--- src/rtl/uart_rx_mlane.sv ---
// uart_rx_mlane: multi-lane parallel UART receiver.
// All lanes share one bit clock and move one bit-time per lane in lockstep.
// A frame is a start bit-time (all lanes low), 1..MAX_BITS data bit-times and
// a stop bit-time (all lanes high). Frames are sampled at mid-bit and handed
// to the consumer through a valid/ready holding register.
//
// Ports:
//   CLK          clock
//   nRST         asynchronous active-low reset
//   uart_in      asynchronous serial lanes, NLANES wide
//   len_mask     bit n-1 set = frame with n data bit-times accepted
//   data         held frame; bit-time k at data[k*NLANES +: NLANES]
//   data_len     number of data bit-times in the held frame
//   valid        held frame available
//   ready        consumer takes the held frame when valid && ready
//   frame_err    one-cycle pulse on entry to the error state
//   overrun_err  one-cycle pulse when a good frame is dropped
//   idle         high while waiting for a start bit
module uart_rx_mlane #(
    parameter int unsigned NLANES   = 5,
    parameter int unsigned CLKDIV   = 10,
    parameter int unsigned MAX_BITS = 10
) (
    input  logic                               CLK,
    input  logic                               nRST,
    input  logic [NLANES-1:0]                  uart_in,
    input  logic [MAX_BITS-1:0]                len_mask,
    output logic [MAX_BITS*NLANES-1:0]         data,
    output logic [$clog2(MAX_BITS+1)-1:0]      data_len,
    output logic                               valid,
    input  logic                               ready,
    output logic                               frame_err,
    output logic                               overrun_err,
    output logic                               idle
);

    localparam int unsigned DATA_W = MAX_BITS * NLANES;
    localparam int unsigned LEN_W  = $clog2(MAX_BITS + 1);
    localparam int unsigned DIV_W  = $clog2(CLKDIV);
    localparam int unsigned HALF   = CLKDIV / 2;

    typedef enum logic [1:0] {
        S_IDLE,
        S_START,
        S_RECV,
        S_ERROR
    } state_t;

    state_t              state_q, state_d;
    logic [NLANES-1:0]   meta_q, meta_d;
    logic [NLANES-1:0]   sync_q, sync_d;
    logic [DIV_W-1:0]    div_q, div_d;
    logic [LEN_W-1:0]    bit_cnt_q, bit_cnt_d;
    logic [DATA_W-1:0]   shadow_q, shadow_d;
    logic [DATA_W-1:0]   data_q, data_d;
    logic [LEN_W-1:0]    data_len_q, data_len_d;
    logic                valid_q, valid_d;
    logic                frame_err_q, frame_err_d;
    logic                overrun_err_q, overrun_err_d;
    logic                idle_q, idle_d;

    logic                all_low;
    logic                all_high;
    logic                div_wrap;
    logic                len_ok;
    logic                commit;

    assign all_low  = ~|sync_q;
    assign all_high = &sync_q;
    assign div_wrap = (div_q == DIV_W'(CLKDIV - 1));

    // Next-state, divider, shadow capture and output register logic
    always_comb begin
        meta_d        = uart_in;
        sync_d        = meta_q;
        state_d       = state_q;
        div_d         = div_wrap ? '0 : div_q + 1'b1;
        bit_cnt_d     = bit_cnt_q;
        shadow_d      = shadow_q;
        data_d        = data_q;
        data_len_d    = data_len_q;
        valid_d       = valid_q;
        frame_err_d   = 1'b0;
        overrun_err_d = 1'b0;
        len_ok        = 1'b0;
        commit        = 1'b0;

        if (valid_q && ready) begin
            valid_d = 1'b0;
        end

        for (int k = 0; k < int'(MAX_BITS); k++) begin
            if ((int'(bit_cnt_q) == k + 1) && len_mask[k]) begin
                len_ok = 1'b1;
            end
        end

        case (state_q)
            S_IDLE: begin
                if (all_low) begin
                    state_d = S_START;
                    div_d   = '0;
                end
            end
            S_START: begin
                // Half a bit-time in: confirm the start bit at its centre
                if (div_q == DIV_W'(HALF - 1)) begin
                    div_d = '0;
                    if (all_low) begin
                        state_d   = S_RECV;
                        bit_cnt_d = '0;
                        // Cleared here so bit-times beyond the frame read as zero
                        shadow_d  = '0;
                    end else begin
                        state_d = S_ERROR;
                    end
                end
            end
            S_RECV: begin
                if (div_wrap) begin
                    if (all_high) begin
                        if (len_ok) begin
                            commit  = 1'b1;
                            state_d = S_IDLE;
                        end else begin
                            state_d = S_ERROR;
                            div_d   = '0;
                        end
                    end else if (all_low) begin
                        state_d = S_ERROR;
                        div_d   = '0;
                    end else if (bit_cnt_q == LEN_W'(MAX_BITS)) begin
                        state_d = S_ERROR;
                        div_d   = '0;
                    end else begin
                        for (int k = 0; k < int'(MAX_BITS); k++) begin
                            if (int'(bit_cnt_q) == k) begin
                                shadow_d[k*NLANES +: NLANES] = sync_q;
                            end
                        end
                        bit_cnt_d = bit_cnt_q + 1'b1;
                    end
                end
            end
            S_ERROR: begin
                // Divider doubles as the run length of consecutive all-high cycles
                if (!all_high) begin
                    div_d = '0;
                end else if (div_wrap) begin
                    state_d = S_IDLE;
                end
            end
            default: begin
                state_d = S_IDLE;
            end
        endcase

        // A frame is loaded only if the holding register is empty or emptying
        if (commit) begin
            if (!valid_q || ready) begin
                data_d     = shadow_q;
                data_len_d = bit_cnt_q;
                valid_d    = 1'b1;
            end else begin
                overrun_err_d = 1'b1;
            end
        end

        frame_err_d = (state_d == S_ERROR) && (state_q != S_ERROR);
        idle_d      = (state_d == S_IDLE);
    end

    // State and output registers. Synchronisers reset to the idle line level
    // so releasing reset never looks like a start bit.
    always_ff @(posedge CLK or negedge nRST) begin
        if (!nRST) begin
            meta_q        <= '1;
            sync_q        <= '1;
            state_q       <= S_IDLE;
            div_q         <= '0;
            bit_cnt_q     <= '0;
            shadow_q      <= '0;
            data_q        <= '0;
            data_len_q    <= '0;
            valid_q       <= 1'b0;
            frame_err_q   <= 1'b0;
            overrun_err_q <= 1'b0;
            idle_q        <= 1'b1;
        end else begin
            meta_q        <= meta_d;
            sync_q        <= sync_d;
            state_q       <= state_d;
            div_q         <= div_d;
            bit_cnt_q     <= bit_cnt_d;
            shadow_q      <= shadow_d;
            data_q        <= data_d;
            data_len_q    <= data_len_d;
            valid_q       <= valid_d;
            frame_err_q   <= frame_err_d;
            overrun_err_q <= overrun_err_d;
            idle_q        <= idle_d;
        end
    end

    assign data        = data_q;
    assign data_len    = data_len_q;
    assign valid       = valid_q;
    assign frame_err   = frame_err_q;
    assign overrun_err = overrun_err_q;
    assign idle        = idle_q;

endmodule

--- config.mk ---
export PLATFORM = sky130hd
export DESIGN_NAME = uart_rx_mlane
export DESIGN_NICKNAME = d
export VERILOG_FILES = /design/src/rtl/uart_rx_mlane.sv
export SDC_FILE = /design/constraint.sdc
export NUM_CORES = 1
export LEC_CHECK = 0
export CELL_PAD_IN_SITES_DETAIL_PLACEMENT = 1
export CELL_PAD_IN_SITES_GLOBAL_PLACEMENT = 1
export CORE_UTILIZATION = 48
export CTS_BUF_LIST = sky130_fd_sc_hd__clkbuf_8 sky130_fd_sc_hd__clkbuf_16
export DETAILED_ROUTE_END_ITERATION = 12
export HOLD_SLACK_MARGIN = 0.12
export PLACE_DENSITY_LB_ADDON = 0.1
export SKIP_CTS_REPAIR_TIMING = 1
export SYNTH_ARGS = -nofsm -noshare
export SYNTH_HDL_FRONTEND = slang
export SYNTH_SLANG_ARGS = --single-unit
export TNS_END_PERCENT = 10
--- constraint.sdc ---
create_clock -name CLK -period 4.8 [get_ports CLK]
set_input_delay 0.72 -clock CLK [delete_from_list [all_inputs] [get_ports CLK]]
set_output_delay 0.72 -clock CLK [all_outputs]
set_load 0.05 [all_outputs]
======== Yosys cells after proc, flatten, opt, wreduce, memory -nomap -nowiden ========
Cells that the tools add are included.
word-level totals
  register bits ........................... 128
  input bits .............................. 18
  output and inout bits ................... 58
  logic and storage cells ................. 153
cells by class
  add/sub/neg operators ................... 2
  eq/ne operators ......................... 34
  mux-type cells .......................... 64
  reductions and logical operators ........ 32
operator list
  operator               number
  $mux W50               6
  $pmux W50 S2           1
  $reduce_and A8 Y1      10
  $mux W4                15
  $mux W5                10
  $eq A4 B4 Y1 const B   9
  $ne A2 B2 Y1 const B   17
  $mux W1                20
  $mux W2                9
  $pmux W4 S4            1
  $eq A4 B3 Y1 const B   3
  $logic_and A1 B1 Y1    12
  $add A4 B1 Y4 const B  2
  $pmux W2 S4            1
  $pmux W4 S2            1
  $reduce_and A7 Y1      1
  $eq A2 B2 Y1 const B   3
  $reduce_and A5 Y1      1
  $reduce_or A5 Y1       1
  $eq A4 B2 Y1 const B   1
  $logic_not A2 Y1       2
  $logic_not A4 Y1       1
  $eq A2 B1 Y1 const B   1
  $reduce_and A2 Y1      1
  other kinds (3)        3

======== Longest topological paths before layout ========
  depth after elaboration ................. 18
  mapped depth ............................ 9

======== Least setup slack after synthesis ========
OpenSTA, ideal clock, no wires.
  path kind ............................... register to register
  from .................................... reg bit_cnt_q[0]
  to ...................................... reg data_q[10], in the netlist data[10]
  data arrival time ....................... 2.358 ns
  required time ........................... 4.675 ns
  path slack .............................. 2.317 ns
  cell stages (with the launch flop) ...... 10
  cell sequence ........................... dfrtp_1 -> inv_1 -> ha_1 -> a22oi_1 -> a311oi_2 -> nor3_2 -> or4b_1 -> buf_6 -> buf_12 -> mux2_4
between the ends
  cells in the longest elaborated chain, start to end .. 17
  elaborated cells on any way between the ends .. 35
  classes of those cells .................. eq/ne: 10; mux: 14; reduce/logical: 11
ends and longest elaborated chain
  item                           line  source
  start: declaration             53    logic [LEN_W-1:0] bit_cnt_q, bit_cnt_d;
  start signal: assignment       194   bit_cnt_q <= bit_cnt_d;
  $eq A4 B2 Y1                   93    if ((int'(bit_cnt_q) == k + 1) && len_mask[k]) begin
  $logic_and A1 B1 Y1            93
  $mux W1 (9 in series)          93
  $mux W1 *                      93
  $mux W1 *                      122   if (len_ok) begin
  $mux W1 *                      121   if (all_high) begin
  $mux W1 *                      120   if (div_wrap) begin
  $mux W1 *                      98    case (state_q)
  $reduce_and A2 Y1 (no line) *  n/a
  end signal: assignment         196   data_q <= data_d;
  end: declaration               55    logic [DATA_W-1:0] data_q, data_d;
Every way passes the cells marked *; elsewhere a longest branch is shown, timed or not.
A chain may end at the register's enable or synchronous reset.

======== Worst setup path in the final report ========
  from .................................... reg bit_cnt_q[0]
  to ...................................... reg data_q[0], in the netlist data[0]
Same word-level chain as after synthesis.

==> impl.org <==
** Worst setup path
- Tracing the worst setup path back leads to its startpoint at bit_cnt_q[0].
- Counting both buffers and inverters, the worst setup path holds a total of 1.
- The worst setup path is captured at a register.
- Of all nets on the critical path, the largest fanout is between 50 and 60.
- Launching point of the worst reg2reg path :: bit_cnt_q[0]
- Across all register-to-register paths, the minimum setup slack is around 1600 ps.
- Reg-to-reg endpoint :: data[0]
- Length in cells of the worst reg-to-reg path :: 7
- The largest individual stage delay along the critical path comes from the cell or4b_4.
- Largest delay share family, worst path :: simple AND/OR/NAND/NOR gates
- Worst path depth :: 7
- Data arrival time of the worst path :: 3480 ps
- List of cells traversed by the critical path :: inv_1 -> ha_1 -> a221oi_1 -> a311oi_2 -> nor3_2 -> or4b_4 -> mux2_2
- Last element of the critical path :: data[0]
- Data required, critical path :: approximately 5000 ps
- In this design, the stage delay of the slowest critical-path cell is around 840 ps.
- The setup path with the least slack is of type reg -> reg.
- STA classifies the critical path startpoint as a register.

** Die
- From bottom edge to top edge, the die measures 108 um.
- Placement Rows :: 38
- The floorplan step set the die width to 108 um.
- Die Area :: 11800 um^2
- Floorplan core area :: 10900 um^2
- Starting Density :: 0.497
- I/O pin count :: 76

** STA
- Worst hold slack across all endpoints :: ~270 ps
- Unrepaired setup endpoints after global routing :: false
- Max-slew violations :: 0
- Fin Setup TNS :: 0 ps
- In the finished design, the share of the clock period the worst path needs comes to 0.662.
- Clk_skew :: about 13 ps
- The number of endpoints with negative hold slack in the final report came to 0.
- For the pin with the worst max-slew slack, the measured transition is around 1100 ps.
- Setup violations remaining at the end of the flow were counted as 0.
- Subtracting the final worst setup slack from the clock period gives 3180 ps.
- Peak clock frequency supported by timing :: 315 MHz
- Relative slew slack :: 0.294

** GRT
- The number of global-route vias before repair was ~3800.
- Largest net degree at the start of global routing :: between 50 and 60
- Global-route wire length before repair :: 21.3 mm
- For this run, the total global-route usage over all layers was measured as 0.247.
- Global route total overflow :: 0
- The initial antenna violation count is 0.

** Finish
- The finished layout holds roughly 630 standard cells, fillers aside.
- For this run, the post-layout net count is 497.
- With fillers left out, the area of the finished cells amounts to 6880 um^2.
- In the final layout, the share of cells above drive strength 1 is 0.270.
- Fill cells in the final layout number 1053.
- Synthesis-to-layout area growth :: 26.6%
- The repair_antennas step left the layout with diodes totalling 0.
- In the layout the commonest cells are 117 x dfrtp_1, 74 x clkdlybuf4s50_1, 59 x o21ai_0.
- Most frequent standard cell in the layout excluding fill and tap cells :: dfrtp_1
- Core utilization of the finished layout :: 0.629

** Yosys
- Number of instances in the synthesized netlist :: 392
- Largest cells by area after synthesis :: dfrtp_1 54%, mux2_4 14%, o21ai_0 5.4%
- Avg Inst Size Synth :: 13.9 um^2
- Post-Synth Simple-Gate Area :: 0.0663
- Most frequently used flop master after synthesis :: dfrtp_1
- Proportion of synthesized area in mux cells :: 0.186
- Synth top area share :: 0.539
- After synthesis, the largest family of logic cells by area is multiplexers.
- Of the total synthesized cell area, the portion taken by full adders, half adders and majority gates is 0.0161.
- Number of unique standard cell types used by synthesis :: 48
- Yosys mapped a number of flops with a built-in enable equal to 0.
- Synthesis inferred 128 register bits.
- Sequential fraction of the synthesis area :: 0.592
- Area of the mapped netlist :: 5440 um^2
- Xor/xnor cell area share of the yosys netlist :: 0.00483
- Fraction of synthesis flops using an asynchronous set or reset pin :: 1.00
- Total nets after synthesis :: roughly 420
- The compound-gate portion of the synthesized area came to 0.0994.
- Largest area contributor in the netlist :: dfrtp_1
- Synth warn :: 0

** Place
- At the end of routability-driven placement, the weighted congestion stood at 0.874.
- After detailed placement, the design holds a cell count of 593.
- The wire-length estimate of the detail-placed layout is 8.18 mm.
- In this run the cell area measured after placement is 6220 um^2.
- IO Port Bufs :: 75

** Status
- Outcome :: completed

** Power and ir drop
- Leak Pwr :: around 3.3 nW
- Worst-case vdd ir drop :: 243 uV
- In this run the power density over the cells is 474 nW/um^2.

** Clocking
- Clk slew on worst S/H paths :: around 60 ps
- H-tree depth reported by CTS :: 4
- Clock insertion delay at the later pin of the skew report :: 420 ps
- CTS tree :: built
- In this run the clock root is driven by a clkbuf_16.
- Max clock buf depth :: 2
- In this run, CTS created clock tree buffers numbering 17.
- Clock tree synthesis found a total of ~130 sinks.

** Detailed routing
- Detail Route Antenna Nets :: 0
- Detailed-route wire length :: 12.9 mm
- Dividing the detail-routed wire length by the instance count gives 20.7 um.
- Before antenna repair, the detailed router went through 5 iterations.
- The detailed router finished its first iteration with 182 violations.
- Using the TritonRoute via totals, the vias-per-cell ratio works out to 5.54.
- In the routed design, unresolved DRC markers number 0.
- Total number of vias :: roughly 3500

** Flow run
- Count of maximum capacitance violations :: 0

** Worst hold path
- The worst hold path belongs to the class in -> async.
## state kept, by name (all words and copies together) (netlist names), 2 cells and up
signal	cells
bit_cnt_q	4
div_q	4
state_q	2
meta_q	5
data_len	4
shadow_q	50
sync_q	5
data	50
## Yosys cell counts (2+ instances only)
cell type	number
nand2_1	12
a221oi_1	2
mux2_2	23
a31oi_1	4
nand4_1	2
inv_1	10
buf_12	5
mux2_4	50
xnor2_1	2
dfstp_2	11
or2_1	2
and2_1	5
a21oi_1	9
nor2_1	12
and3_1	3
or4_1	2
o31ai_1	3
buf_2	5
a22oi_1	4
or2_2	6
nor2b_1	3
clkbuf_1	4
nand3_1	4
o21ai_1	4
nand4b_1	2
dfrtp_1	117
ha_1	7
o21ai_0	59
## power breakdown
part	switching (W)	total [W]	internal [W]
sequential	0.000110	0.00132	0.00121
clock	0.000486	0.00144	0.000951
combinational	0.000312	0.000506	0.000195
total	0.000908	0.00326	0.00235
## layer usage
layer	vias to the layer above	part of all wire	GRT usage
met3	12	0.039	0.0470
met1	1796	0.44	0.331
met5	-	0	0
met2	97	0.50	0.395
li1	1556	-	-
met4	0	0.012	0.100
## logic make-up (layout without fill, tap and decap cells)
kind of cell | after synthesis | after routing
flip-flops | 128 | 128
multiplexers | 73 | 73
adder cells (fa/ha/maj) | 7 | 7
AO/OA/AOI/OAI | 93 | 93
AND/OR/NAND/NOR | 62 | 62
XOR/XNOR | 3 | 3
buffers and inverters | 26 | 119
## final cells by class
type / count / area [um^2] / share of cell area
clock buffers: 19 / 453 / 0.0658
clock inverters: 13 / 209 / 0.0304
inverters: 10 / 37.5 / 0.00545
multi-input cells: 238 / 2030 / 0.295
flip-flops and latches: 128 / 3220 / 0.467
well taps: 140 / 175 / 0.0254
repair buffers: 77 / 763 / 0.111
## how the worst min path moves through the flow
stage          cells after the start  slack, ps   endpoint      start
5_1_grt                            1        290   data[38]       nRST
6_report                           1        270   data[38]       nRST
4_1_cts                            1        280   data[38]       nRST
2_1_floorplan                      0        350  sync_q[0]  meta_q[0]
3_5_place_dp                       0        350  sync_q[1]  meta_q[1]
3_3_place_gp                       0        350  sync_q[4]  meta_q[4]
## per-stage QoR
step | setup slack [ps] | total power [W]
after floorplan | 2320 | 0.00165
after global placement | 1550 | 0.00179
after detailed placement | 1490 | 0.00183
after CTS | 1650 | 0.00329
after global routing | 1450 | 0.00341
final | 1620 | 0.00326
Power figures use the tool's default switching activity.
